==> src/rtl/div_pkg.sv <==
// rtl/div_pkg.sv - shared state encoding and constants for the sequential divider
package div_pkg;

    localparam int DIV_WIDTH = 32;

    typedef enum logic [1:0] {
        S_IDLE = 2'd0,
        S_CALC = 2'd1,
        S_FIX  = 2'd2,
        S_DONE = 2'd3
    } div_state_t;

    localparam logic [DIV_WIDTH-1:0] DIV_ZERO_Q = '1;

endpackage

==> src/rtl/div_step.sv <==
// rtl/div_step.sv - one restoring shift-and-subtract iteration (combinational)
module div_step #(
    parameter int WIDTH = 32
) (
    input  logic [WIDTH-1:0] prem,
    input  logic [WIDTH-1:0] dq,
    input  logic [WIDTH-1:0] dvsr,
    output logic [WIDTH-1:0] prem_next,
    output logic [WIDTH-1:0] dq_next
);

    logic [WIDTH:0] shifted;
    logic [WIDTH:0] trial;

    // The dividend MSB shifts into the partial remainder; WIDTH+1 bits keep the sign of the trial.
    assign shifted   = {prem, dq[WIDTH-1]};
    assign trial     = shifted - {1'b0, dvsr};
    assign prem_next = trial[WIDTH] ? shifted[WIDTH-1:0] : trial[WIDTH-1:0];
    assign dq_next   = {dq[WIDTH-2:0], ~trial[WIDTH]};

endmodule

==> src/rtl/seq_divider32.sv <==
// rtl/seq_divider32.sv - multi-cycle signed/unsigned restoring divider; DIVIDER_EARLY_OUT_EN enables the small-dividend shortcut
module seq_divider32
    import div_pkg::*;
#(
    parameter int WIDTH = DIV_WIDTH,
    parameter int CNT_W = 6
) (
    input  logic             clk,
    input  logic             rst_n,
    input  logic             start,
    input  logic             is_signed,
    input  logic [WIDTH-1:0] dividend,
    input  logic [WIDTH-1:0] divisor,
    output logic             busy,
    output logic             done,
    output logic [WIDTH-1:0] quotient,
    output logic [WIDTH-1:0] remainder,
    output logic             div_zero
);

    div_state_t       state;
    div_state_t       state_next;
    logic [CNT_W-1:0] cnt;
    logic [WIDTH-1:0] prem;
    logic [WIDTH-1:0] dq;
    logic [WIDTH-1:0] dvsr;
    logic             q_sign;
    logic             r_sign;

    logic [WIDTH-1:0] prem_step;
    logic [WIDTH-1:0] dq_step;

    logic             dd_neg;
    logic             dv_neg;
    logic [WIDTH-1:0] dd_mag;
    logic [WIDTH-1:0] dv_mag;
    logic             zero_in;
    logic             early;

    assign dd_neg  = is_signed & dividend[WIDTH-1];
    assign dv_neg  = is_signed & divisor[WIDTH-1];
    assign dd_mag  = dd_neg ? -dividend : dividend;
    assign dv_mag  = dv_neg ? -divisor : divisor;
    assign zero_in = (divisor == '0);

`ifdef DIVIDER_EARLY_OUT_EN
    assign early = (dd_mag < dv_mag);
`else
    assign early = 1'b0;
`endif

    div_step #(.WIDTH(WIDTH)) u_step (
        .prem      (prem),
        .dq        (dq),
        .dvsr      (dvsr),
        .prem_next (prem_step),
        .dq_next   (dq_step)
    );

    always_ff @(posedge clk) begin
        if (!rst_n) begin
            state <= S_IDLE;
        end else begin
            state <= state_next;
        end
    end

    always_comb begin
        state_next = state;
        busy       = 1'b0;
        done       = 1'b0;
        case (state)
            S_IDLE: begin
                if (start) begin
                    state_next = (zero_in || early) ? S_DONE : S_CALC;
                end
            end
            S_CALC: begin
                busy = 1'b1;
                if (cnt == CNT_W'(1)) begin
                    state_next = S_FIX;
                end
            end
            S_FIX: begin
                busy       = 1'b1;
                state_next = S_DONE;
            end
            S_DONE: begin
                done       = 1'b1;
                state_next = S_IDLE;
            end
            default: state_next = S_IDLE;
        endcase
    end

    always_ff @(posedge clk) begin
        if (!rst_n) begin
            cnt       <= '0;
            prem      <= '0;
            dq        <= '0;
            dvsr      <= '0;
            q_sign    <= 1'b0;
            r_sign    <= 1'b0;
            quotient  <= '0;
            remainder <= '0;
            div_zero  <= 1'b0;
        end else begin
            case (state)
                S_IDLE: begin
                    if (start) begin
                        cnt      <= CNT_W'(WIDTH);
                        prem     <= '0;
                        dq       <= dd_mag;
                        dvsr     <= dv_mag;
                        q_sign   <= dd_neg ^ dv_neg;
                        r_sign   <= dd_neg;
                        div_zero <= zero_in;
                        // Shortcut paths finish here; the remainder is the untouched dividend.
                        if (zero_in) begin
                            quotient  <= WIDTH'(DIV_ZERO_Q);
                            remainder <= dividend;
                        end else if (early) begin
                            quotient  <= '0;
                            remainder <= dividend;
                        end
                    end
                end
                S_CALC: begin
                    prem <= prem_step;
                    dq   <= dq_step;
                    cnt  <= cnt - CNT_W'(1);
                end
                S_FIX: begin
                    quotient  <= q_sign ? -dq : dq;
                    remainder <= r_sign ? -prem : prem;
                end
                default: ;
            endcase
        end
    end

endmodule
==> config.mk <==
export PLATFORM = sky130hd
export DESIGN_NAME = seq_divider32
export DESIGN_NICKNAME = d
export VERILOG_FILES = /design/src/rtl/div_pkg.sv /design/src/rtl/div_step.sv /design/src/rtl/seq_divider32.sv
export SDC_FILE = /design/constraint.sdc
export NUM_CORES = 1
export LEC_CHECK = 0
export ABC_AREA = 1
export ABC_CLOCK_PERIOD_IN_PS = 3100
export BUFFER_PORTS_ARGS = -buffer_cell sky130_fd_sc_hd__buf_2
export CORE_ASPECT_RATIO = 0.6
export CORE_UTILIZATION = 48
export CTS_BUF_LIST = sky130_fd_sc_hd__clkbuf_4
export CTS_CLUSTER_DIAMETER = 80
export CTS_CLUSTER_SIZE = 10
export DETAILED_ROUTE_END_ITERATION = 16
export PLACE_DENSITY = 0.64
export SYNTH_ARGS = -nofsm -noshare
export SYNTH_HDL_FRONTEND = slang
export SYNTH_SLANG_ARGS = --single-unit
==> constraint.sdc <==
create_clock -name clk -period 3.1 [get_ports clk]
set_clock_uncertainty 0.2 [all_clocks]
set_input_delay 0.155 -clock clk [delete_from_list [all_inputs] [get_ports clk]]
set_output_delay 0.155 -clock clk [all_outputs]
set_load 0.02 [all_outputs]
# [After elaboration in Yosys (flattened, before gate mapping)]
# Index checks and enable logic that the tools add are counted.
[word_totals] regBits=171 inputBits=68 out_inout_bits=67 wordCells=59
[op_classes] add_sub_neg=6 eq_ne=7 n_mux=23 bitwise_logic=4 reduce_logical=9
[op_table] cell="32-bit 2-to-1 mux" count=11
[op_table] cell="32-bit case mux with 2 select lines" count=4
[op_table] cell="32-bit negation" count=4
[op_table] cell="33-bit by 32-bit subtractor with 33-bit output" count=1
[op_table] cell="32-bit zero test" count=1
[op_table] cell="6-bit case mux with 2 select lines" count=1
[op_table] cell="2-bit case mux with 4 select lines" count=1
[op_table] cell="6-bit by 1-bit equality test with 1-bit output, second input constant" count=1
[op_table] cell="2-bit 2-to-1 mux" count=3
[op_table] cell="6-bit 2-to-1 mux" count=1
[op_table] cell="2-bit != test, second input constant" count=3
[op_table] cell="2-bit AND reduction" count=3
[op_table] cell="6-bit by 1-bit subtractor with 6-bit output, second input constant" count=1
[op_table] cell="2-bit equality test, second input constant" count=2
[op_table] cell="2-bit nonzero test" count=2
[op_table] cell="3-bit AND reduction" count=1
[op_table] cell="1-bit bitwise AND" count=2
[op_table] cell="2-bit by 1-bit equality test with 1-bit output, second input constant" count=1
[op_table] cell="2-bit zero test" count=1
[op_table] cell="1-bit 2-to-1 mux" count=2
[op_table] cell="2-bit OR reduction" count=1
[op_table] cell="1-bit inverter" count=1
[op_table] cell="1-bit bitwise XOR" count=1

# [Depth between registers and ports, before layout]
# Gate-level depths: netlist of the first run.
[depth] word_depth=4 ltp_mapped=18 ltp_nobuf=17

# [Hierarchy]
# Synthesis of the first run repeated with hierarchy kept, for this count alone.
[hier_totals] cells_unflattened=2556 hier_area_um2=14172.3
[modules_own_cells] module="seq_divider32" instances=1 cells_per_inst=1842 area_each_um2=10776.6 seq_area_each_um2=3423.3
[modules_own_cells] module="div_step" instances=1 cells_per_inst=714 area_each_um2=3395.8 seq_area_each_um2=0.0

# [Worst setup path before layout of the first run]
# No wires, ideal clock.
[synth_path] path_kind="register -> register" from="register dq[31]" to="register prem[17]" setup_time_ps=132 arrival_ps=2098 required_time_ps=2768 path_slack_ps=669 path_stages_with_launch=17 path_buffers=1 period_less_slack_ps=2431 path_cell_list="dfxtp_1 inv_1 ha_1 fa_1 inv_1 nand2_1 nand2_1 nand3_1 nand2_1 nand2_1 nand2_1 nand2_2 nand3_2 buf_2 nand3_1 nand3_1 a21oi_1"
[synth_between] elab_chain_cells=3
[synth_rtl] item="from (decl)" line="seq_divider32.sv:25" rtl="logic [WIDTH-1:0] dq;"
[synth_rtl] item="from (signal assigned)" line="seq_divider32.sv:113" rtl="dq <= dd_mag;"
[synth_rtl] item="from (signal assigned)" line="seq_divider32.sv:130" rtl="dq <= dq_step;"
[synth_rtl] item="33-bit by 32-bit subtractor with 33-bit output" line="div_step.sv:17" rtl="assign trial = shifted - {1'b0, dvsr};"
[synth_rtl] item="32-bit 2-to-1 mux" line="div_step.sv:18" rtl="assign prem_next = trial[WIDTH] ? shifted[WIDTH-1:0] : trial[WIDTH-1:0];"
[synth_rtl] item="32-bit case mux with 2 select lines" line="seq_divider32.sv:108" rtl="case (state)"
[synth_rtl] item="to (signal assigned)" line="seq_divider32.sv:129" rtl="prem <= prem_step;"
[synth_rtl] item="to (decl)" line="seq_divider32.sv:24" rtl="logic [WIDTH-1:0] prem;"
# Every way passes these cells.
# A chain may end at the register's enable or synchronous reset.

# [Worst setup path after layout of the first run]
[layout_path] from="input port divisor[31]" to="register state[1]"
[layout_between] elab_chain_cells=4
[layout_rtl] item="from (decl)" line="seq_divider32.sv:13" rtl="input logic [WIDTH-1:0] divisor,"
[layout_rtl] item="32-bit zero test" line="seq_divider32.sv:44" rtl="assign zero_in = (divisor == '0);"
[layout_rtl] item="2-bit 2-to-1 mux" line="seq_divider32.sv:75" rtl="state_next = (zero_in || early) ? S_DONE : S_CALC;"
[layout_rtl] item="2-bit 2-to-1 mux" line="seq_divider32.sv:74" rtl="if (start) begin"
[layout_rtl] item="2-bit case mux with 4 select lines" line="seq_divider32.sv:72" rtl="case (state)"
[layout_rtl] item="to (signal assigned)" line="seq_divider32.sv:64" rtl="state <= state_next;"
[layout_rtl] item="to (decl)" line="seq_divider32.sv:21" rtl="div_state_t state;"
# Every way passes these cells. The select of a mux whose other input is x is not followed.

==> results of run 1 <==
## flip-flops by register name, indices dropped and copies added (netlist names)
name       cells
dvsr          32
prem          32
dq            32
state          2
div_zero       1
q_sign         1
r_sign         1
cnt            6
quotient      32
remainder     32
## cell usage in the layout, fill, tap and decap left out, types with 22 or more instances in the layout
cell type,n
inv_1,333
o21ai_1,27
dfxtp_1,171
ha_1,41
nor2_1,255
xor2_1,49
a21oi_1,199
nand2_1,666
nand3_1,194
buf_4,30
dlygate4sd3_1,104
buf_2,134
o21ai_0,109
nand4_1,22
nor3_1,43
## cell families after synthesis
group	count (synthesis)	synth area share
xor gates and xnor gates	61	0.0400
buffers and inverters	424	0.125
adders and majority gates	43	0.0408
AOI/OAI and AO/OA	381	0.152
and+or+nand+nor	1233	0.386
DFF	171	0.256
## worst max path at each step
| stage | from | endpoint | slack [ns] |
|---|---|---|---|
| after floorplan | dq[31] | prem[17] | 0.67 |
| after global placement | dq[31] | prem[28] | 0.26 |
| after detailed placement | dq[31] | prem[31] | 0.19 |
| final | divisor[31] | state[1] | 0.12 |
| after global routing | divisor[31] | remainder[28] | 0.01 |
| after CTS | divisor[0] | dvsr[17] | 0.04 |
## report_power, final
| group | switching (W) | internal, W | leakage [nW] |
|---|---|---|---|
| registers | 0.000108 | 0.00231 | 1.39 |
| logic | 0.00130 | 0.000635 | 6.45 |
| clock network | 0.000962 | 0.000430 | 0.154 |
| total | 0.00237 | 0.00338 | 7.99 |
## worst register-to-register path, stage by stage, from the launching register on
cell	delay, ns
dfxtp_1	0.42
inv_1	0.09
ha_1	0.28
nand2_2	0.17
clkinv_1	0.20
buf_12	0.24
nand3_1	0.11
dlygate4sd3_1	0.55
a21oi_1	0.05
dlygate4sd3_1	0.55
## per-stage QoR
| stage | setup WS [ns] | instances | total power, W | area [µm²] |
|---|---|---|---|---|
| floorplan | 0.669 | 2313 | 0.00358 | 13400 |
| global placement | 0.262 | 2760 | 0.00417 | 14400 |
| detailed placement | 0.193 | 2760 | 0.00418 | 14400 |
| CTS | 0.0446 | 2896 | 0.00567 | 15800 |
| global route | 0.0107 | 2898 | 0.00606 | 15800 |
| finish | 0.115 | 2899 | 0.00575 | 15800 |
## timing repair
action / CTS / global route
endpoints found under the setup margin: 0 / 78
hold buffers: 104 / 0
buffers inserted: 0 / 1
hold endpoints to repair: 145 / 0
gates resized for setup: 0 / 19
## layer usage
metal,vias to the layer above,part of all wire
met2,773,0.35
met3,49,0.14
li1,7799,-
met5,-,0
met4,0,0.010
met1,7089,0.50
## layout make-up
class | instances | area share
diodes | 2 | 0.000316
flip-flops and latches | 171 | 0.216
inverters | 340 | 0.0805
clock buffers | 17 | 0.00805
clock inverters | 15 | 0.00995
repair buffers | 276 | 0.131
well taps | 360 | 0.0284
multi-input cells | 1718 | 0.525
==> impl_metrics.ini, run 1 <==
[sta]
worst_pin_slew_ns = 0.962
fin_hold_ws_ns = 0.195
finalHoldViolations = 0
fin_crit_sh = 0.963
tns_ns = 0
slew_viol_final = 0
setup_viol = 0
fmax_mhz = 335
rsz0062_at_grt = false
maxSlewHeadroom = 0.354
fin_crit_ns = 2.98

[outcome]
outcome = complete, no violations

[worst_setup_path]
worstSetupPathType = primary input to register
crit_chain = dlygate4sd3_1 > buf_2 > nor4_1 > dlygate4sd3_1 > nand2_1 > dlygate4sd3_1 > nor2_2 > nand2_2 > a21oi_1 > a21oi_1 > nor2_1 > dlygate4sd3_1
crit_top_cell = dlygate4sd3_1
critical-path-max-stage-delay_ns = 0.60
cp-start-kind = primary input
reg2reg_slack_ns = 0.15
reg2reg_from = state[0]
critPathTopFamily = buffers and inverters
rr_endpoint = dvsr[31]
cp_max_fo = 3
reg2reg_depth = 9
cp_data_required_time_ns = 3.50
cp-end-kind = register
crit_slowest_cell = dlygate4sd3_1
critPathArrivalTime_ns = 3.39
path_buf_inv = 5
cp.depth = 12

[logic_synthesis]
synth_top_cell_area_share = 0.256
synthArstFlopShare = 0
synth_edf_count = 0
ys.flop_type = dfxtp_1
syn_nets = 2424
synth_top_cell_by_area = dfxtp_1
seq_area_frac_synth = 0.256
synth_warnings = 0
synth.most_common_cell = nand2_1
synth_common_cells = nand2_1, inv_1, nor2_1
synth_area_per_cell_um2 = 5.78
synth_cell_types = 47
syn-cell-area_mm2 = 0.0134
synth_cells = 2313
netlist_top_cells_area = dfxtp_1, nand2_1, inv_1
ys_seq_elements = 171

[floorplan]
row_count = 46
fp.dieH_um = 131
io_pins = 135
core_area_mm2 = 0.0269
die_w_um = 217
die_area_mm2 = 0.0285
start_util = 0.497

[drt]
viasPerCell = 5.42
routed_wl_mm = 50.8
ant_nets = 0
first_iter_violations = 1871
route.detailed.drc = 0
wl_per_cell_um = 17.5
vias = 15700
firstDrtPassIters = 6

[hold_path]
hold-path-endpoint = state[0]
hold_start = rst_n
hp-class = primary input to register
min_path_cells = 4

[cells_and_area]
multi_input_area_mm2 = 0.00832
drive_gt1_frac = 0.0954
fillCellCount = 2720
syn2layout_area_growth_pct = 18.6
utilization = 0.590
ff_latch_area_mm2 = 0.00342
nets = 2635

[power]
vdd_drop_max_mv = 0.309
powerDensity_mw_per_mm2 = 363
p_leak_nw = 7.99

[clocking]
clock-sinks = 171
clkSlewWorstSetupHoldPaths_ns = 0.16
clock_latency_ns = 0.64
cts_tree = done
cts.path.max_buffers = 2
ctsHtreeMaxLevel = 4
clock-root-buffer = clkbuf_4
cts_inserted_buffers = 17

[run]
drv_cap = 0

[global_routing]
track_usage = 0.354
grt_pass1_wl_mm = 78.0
grt_max_degree = 75
antenna_found_initial = 1
use_met3 = 0.142
busiest_layer = met1
grt_util_met2 = 0.434
grt.overflow.total = 0
grt_util_met1 = 0.560
grt_pass1_vias = 13800

[placed_design]
dp_hpwl_mm = 39.4
gp_congestion = 1.04
port_buffers = 134
No activity file was read; power rests on OpenSTA's default activity.
==> run 2: changes to the inputs <==
--- a/config.mk
+++ b/config.mk
@@ -6,7 +6,7 @@
 export NUM_CORES = 1
 export LEC_CHECK = 0
 export ABC_AREA = 1
-export ABC_CLOCK_PERIOD_IN_PS = 3100
+export ABC_CLOCK_PERIOD_IN_PS = 2860
 export BUFFER_PORTS_ARGS = -buffer_cell sky130_fd_sc_hd__buf_2
 export CORE_ASPECT_RATIO = 0.6
 export CORE_UTILIZATION = 48
==> constraint.sdc (replaced) <==
create_clock -name clk -period 2.86 [get_ports clk]
set_clock_uncertainty 0.2 [all_clocks]
set_input_delay 0.143 -clock clk [delete_from_list [all_inputs] [get_ports clk]]
set_output_delay 0.143 -clock clk [all_outputs]
set_load 0.02 [all_outputs]
==> run 2 against run 1 <==
  * Cell count increased by 0.59%
  * Non-clock buffer count is 19 higher
  * Total power is 12% higher
  * Critical path depth grew 5
  * Wire length down 0.91%
  * Count of clock-buffer cells in the layout did not move
  * Combinational power is 9.8% higher
  * Sequential power is 8.7% higher
  * Sequential share of layout area shrank 0.28 points
  * Flip-flop and latch count did not move
  * Worst setup slack worse by 0.053 ns
  * First-iteration DRC count down 8.2%
  * Critical path type unchanged
==> impl_metrics.ini, run 2 (synthesized netlist as in run 1, its figures left out) <==
[clocking]
cts.path.max_buffers = 2
clock-sinks = 171
ctsHtreeMaxLevel = 4
cts_tree = done
clock_latency_ns = 0.65
cts_inserted_buffers = 17
clkSlewWorstSetupHoldPaths_ns = 0.16
clock-root-buffer = clkbuf_4

[drt]
wl_per_cell_um = 17.3
viasPerCell = 5.41
firstDrtPassIters = 6
vias = 15800
route.detailed.drc = 0
routed_wl_mm = 50.4
first_iter_violations = 1718
ant_nets = 0

[worst_setup_path]
crit_path_start = divisor[3]
reg2reg_from = dvsr[9]
worstSetupPathType = primary input to register
cp-start-kind = primary input
critPathArrivalTime_ns = 3.19
cp_max_fo = 4
critPathTopFamily = buffers and inverters
cp-end-kind = register
critical-path-max-stage-delay_ns = 0.57
crit_slowest_cell = dlygate4sd3_1
crit_chain = dlygate4sd3_1 > buf_2 > inv_2 > nand2_1 > nor2_2 > nand2_2 > nor2_4 > nand2_2 > o21ai_4 > o21ai_2 > inv_1 > nand2_1 > nor2_1 > dlygate4sd3_1 > o21ai_1 > dlygate4sd3_1 > inv_1
cp_data_required_time_ns = 3.25
crit_top_cell = dlygate4sd3_1
path_buf_inv = 7

[cells_and_area]
final_common_cell = nand2_1
drive_gt1_frac = 0.106
syn2layout_area_growth_pct = 20.3
nets = 2654
fillCellCount = 2718
utilization = 0.598
final_cell_mix = nand2_1, inv_1, nor2_1

[sta]
finalHoldViolations = 0
slew_viol_final = 0
fin_crit_sh = 0.978
setup_viol = 0
fin_crit_ns = 2.80
fmax_mhz = 357
rsz0062_at_grt = true
worst_pin_slew_ns = 0.920
maxSlewHeadroom = 0.386

[placed_design]
dp_hpwl_mm = 38.7
gp_congestion = 1.03
port_buffers = 134

[floorplan]
start_util = 0.497
die_area_mm2 = 0.0285
fp.dieH_um = 131
die_w_um = 217
row_count = 46
io_pins = 135
core_area_mm2 = 0.0269

[global_routing]
grt_max_degree = 96
grt.overflow.total = 0
grt_pass1_vias = 13700
antenna_found_initial = 1
grt_pass1_wl_mm = 77.0
track_usage = 0.349

[hold_path]
hp-class = primary input to register
hold_start = is_signed

[outcome]
outcome = complete, no violations

[power]
p_total_w = 0.00641
power_frac_comb = 0.332
swShare = 0.401
vdd_drop_max_mv = 0.284
p_seq_frac = 0.410
powerDensity_mw_per_mm2 = 399
p_leak_nw = 8.11
p_sw_w = 0.00257
p_int_w = 0.00384
clkPwrFrac = 0.258

[run]
drv_cap = 0
[run 2: area by class of cell]
| type | count | area, µm² | area share |
|---|---|---|---|
| multi-input combinational | 1718 | 8360 | 0.520 |
| timing repair buffer | 295 | 2240 | 0.139 |
| antenna | 1 | 2.50 | 0.000156 |
| inverter | 340 | 1280 | 0.0797 |
| clock buffer | 17 | 128 | 0.00794 |
| clock inverter | 14 | 183 | 0.0114 |
| tap | 360 | 450 | 0.0280 |
| sequential | 171 | 3430 | 0.213 |
[run 2: path summary, 6_finish.rpt]
check	depth (start not counted)	end	slack, ns
worst max-delay path	17	dvsr[30]	0.06
worst min register to register	2	quotient[1]	0.27
worst max register to register	14	prem[29]	0.08
worst min-delay path	7	dq[4]	0.09
[run 2: through the flow]
stage,setup TNS (ns),instances,worst slack (ns),hold slack [ns],area [µm²]
2_1_floorplan,0,2313,0.429,0.0970,13400
3_3_place_gp,0,2769,0.155,0.250,14500
3_5_place_dp,0,2769,0.0500,0.255,14500
4_1_cts,0,2910,0.0214,0.0334,15900
5_1_grt,-0.0802,2916,-0.0748,0.0823,16100
6_report,0,2916,0.0621,0.0946,16100
[run 2: power by group through the flow]
stage / Sequential, W / Clock (W) / Combinational, W
CTS: 0.00262 / 0.00167 / 0.00203
floorplan: 0.00263 / 0 / 0.00125
detailed placement: 0.00267 / 0 / 0.00187
finish: 0.00263 / 0.00165 / 0.00213
global placement: 0.00267 / 0 / 0.00187
global route: 0.00264 / 0.00176 / 0.00232
[run 2: what timing repair did]
action | CTS | global route
buffers inserted | 0 | 6
gates resized for setup | 0 | 35
setup endpoints to repair | 0 | 42
hold buffers | 110 | 0
hold endpoints to repair | 104 | 0
[run 2: worst register-to-register path: stages (launching register included)]
cell and delay, ns:
dfxtp_1 0.38, inv_1 0.15, ha_1 0.40, nand2_1 0.07, inv_1 0.10, nand2_1 0.10
nor3_1 0.36, nand2_1 0.14, nand2_1 0.22, nand2_1 0.11, nand3_1 0.08, nand2_1 0.09
nand2_1 0.07, nand3_1 0.06, a21oi_1 0.18
[run 2: routing by layer]
layer | routed length, µm | track usage
met1 | 24800 | 0.547
met3 | 6640 | 0.126
met2 | 18300 | 0.438
met5 | 132 | 0.0351
met4 | 469 | 0.0599
==> run 3: changes to the inputs <==
--- a/config.mk
+++ b/config.mk
@@ -6,7 +6,7 @@
 export NUM_CORES = 1
 export LEC_CHECK = 0
 export ABC_AREA = 1
-export ABC_CLOCK_PERIOD_IN_PS = 2860
+export ABC_CLOCK_PERIOD_IN_PS = 2250
 export BUFFER_PORTS_ARGS = -buffer_cell sky130_fd_sc_hd__buf_2
 export CORE_ASPECT_RATIO = 0.6
 export CORE_UTILIZATION = 48
@@ -14,7 +14,7 @@
 export CTS_CLUSTER_DIAMETER = 80
 export CTS_CLUSTER_SIZE = 10
 export DETAILED_ROUTE_END_ITERATION = 16
-export PLACE_DENSITY = 0.64
+export PLACE_DENSITY = 0.67
 export SYNTH_ARGS = -nofsm -noshare
 export SYNTH_HDL_FRONTEND = slang
 export SYNTH_SLANG_ARGS = --single-unit
==> constraint.sdc (replaced) <==
create_clock -name clk -period 2.25 [get_ports clk]
set_clock_uncertainty 0.2 [all_clocks]
set_input_delay 0.1125 -clock clk [delete_from_list [all_inputs] [get_ports clk]]
set_output_delay 0.1125 -clock clk [all_outputs]
set_load 0.02 [all_outputs]
==> run 3 against run 2 <==
  * The flow now finishes with violations (setup timing)
  * Largest power group is now combinational cells
  * Wire length rose by 8.9%
  * Core utilization is 9.1 points higher
  * Die area is the same
  * Worst setup slack worse by 0.44 ns
  * Critical path depth stayed put
  * Count of clock-buffer cells in the layout increased by 2
  * First-iteration DRC count rose by 28%
  * Worst hold slack lost 0.024 ns
  * Via count increased by 8.0%
==> impl_metrics.ini, run 3 (synthesized netlist as in run 1, its figures left out) <==
[power]
p_leak_nw = 9.33
p_int_w = 0.00536
clkPwrFrac = 0.235
p_sw_w = 0.00347
powerDensity_mw_per_mm2 = 477
vdd_drop_max_mv = 0.319
swShare = 0.393
p_total_w = 0.00883
power_frac_comb = 0.388
p_seq_frac = 0.377

[cells_and_area]
nets = 2847
multi_input_area_mm2 = 0.00926
final_common_cell = nand2_1
utilization = 0.689
fillCellCount = 2439
final_cell_mix = nand2_1, inv_1, buf_4
syn2layout_area_growth_pct = 38.6
drive_gt1_frac = 0.248
ff_latch_area_mm2 = 0.00346

[floorplan]
io_pins = 135
start_util = 0.497
core_area_mm2 = 0.0269
die_w_um = 217
die_area_mm2 = 0.0285
fp.dieH_um = 131
row_count = 46

[hold_path]
hp-class = primary input to register

[worst_setup_path]
cp_max_fo = 7
worstSetupPathType = register to register
cp-end-kind = register
critPathArrivalTime_ns = 3.00
cp-start-kind = register
cp_data_required_time_ns = 2.62
reg2reg_slack_ns = -0.38

[drt]
vias = 17000
route.detailed.drc = 0
routed_wl_mm = 54.8
ant_nets = 0
wl_per_cell_um = 17.6
first_iter_violations = 2195
viasPerCell = 5.48
firstDrtPassIters = 6

[global_routing]
track_usage = 0.369
grt_pass1_wl_mm = 81.7
grt_pass1_vias = 15000
antenna_found_initial = 2
grt_max_degree = 75
grt.overflow.total = 0

[sta]
slew_viol_final = 0
worst_pin_slew_ns = 0.803
finalHoldViolations = 0
maxSlewHeadroom = 0.464
rsz0062_at_grt = true
setup_viol = 34
fin_ws_ns = -0.383
fin_crit_sh = 1.17
fin_crit_ns = 2.63
fmax_mhz = 380

[run]
drv_cap = 0

[clocking]
clock-root-buffer = clkbuf_4
ctsHtreeMaxLevel = 4
clock-sinks = 171
cts.path.max_buffers = 2
clkSlewWorstSetupHoldPaths_ns = 0.16
cts_tree = done
clock_latency_ns = 0.64
cts_inserted_buffers = 17

[placed_design]
dp_hpwl_mm = 40.7
gp_congestion = 1.06
port_buffers = 134

[outcome]
outcome = finished with violations
violations = setup timing
[run 3: cell count changes in the layout (fill, tap and decap cells not counted), moves of 22 or more]
cell	previous run	this run
inv_1	330	304
nand3_1	195	149
nand2_1	665	633
nand2_2	9	38
buf_4	43	243
dlygate4sd3_1	109	87
nand3_2	3	45
[run 3: through the flow]
step | hold slack, ns | worst slack, ns | instance area (µm²) | setup TNS [ns] | cells
global placement | 0.230 | -0.317 | 16000 | -7.51 | 2959
detailed placement | 0.255 | -0.301 | 16000 | -10.31 | 2959
CTS | 0.0274 | -0.184 | 17800 | -5.18 | 3093
floorplan | 0.0635 | -0.0502 | 13400 | -1.10 | 2313
global route | 0.0773 | -0.433 | 18500 | -13.66 | 3110
finish | 0.0709 | -0.383 | 18500 | -10.94 | 3110
[run 3: final timing paths]
| kind | end | startpoint | depth (start not counted) |
|---|---|---|---|
| hold / removal | dvsr[31] | divisor[0] | 9 |
| setup reg to reg | prem[17] | dq[31] | 17 |
| setup / recovery | prem[17] | dq[31] | 17 |
| hold reg to reg | quotient[6] | quotient[6] | 2 |
[run 3: critical path, cell delays in order (launching register included)]
cell     delay (ns)
dfxtp_2        0.37
inv_2          0.05
ha_4           0.18
fa_2           0.40
inv_2          0.09
nand2_2        0.05
nand2_2        0.07
nand3_2        0.06
nand2_2        0.08
nand2_2        0.08
nand2_2        0.10
nand2_4        0.08
nand2_4        0.11
nand2_8        0.14
buf_16         0.19
nand3_1        0.08
nand3_1        0.11
a21oi_2        0.13
[run 3: layout make-up]
class	count	area share
Multi-Input combinational cell	1721	0.500
Clock buffer	19	0.00770
Sequential cell	171	0.187
Inverter	340	0.0699
Clock inverter	13	0.00899
Timing Repair Buffer	485	0.202
Antenna cell	1	0.000135
Tap cell	360	0.0243
[run 3: metal layers]
| layer | up-vias | wire (µm) | GRT usage |
|---|---|---|---|
| met5 | - | 109 | 0.0298 |
| met4 | 2 | 732 | 0.0681 |
| met3 | 65 | 7280 | 0.127 |
| met2 | 893 | 20800 | 0.477 |
| met1 | 7846 | 26000 | 0.569 |
| li1 | 8225 | - | - |
[run 3: timing repair]
| action | in CTS | in global routing |
|---|---|---|
| cloned | 4 | 2 |
| endpoints found under the setup margin | 48 | 99 |
| hold endpoints to repair | 148 | 4 |
| hold buffers | 88 | 2 |
| setup buffers | 10 | 15 |
| pin swaps | 30 | 65 |
| gates resized for setup | 87 | 191 |
[run 3: power groups by stage]
stage               sequential (W)  combinational [W]  clock (W)
finish                     0.00333            0.00343    0.00207
detailed placement         0.00337            0.00286          0
CTS                        0.00331            0.00311    0.00208
global placement           0.00337            0.00283          0
floorplan                  0.00335            0.00160          0
global route               0.00334            0.00368    0.00220
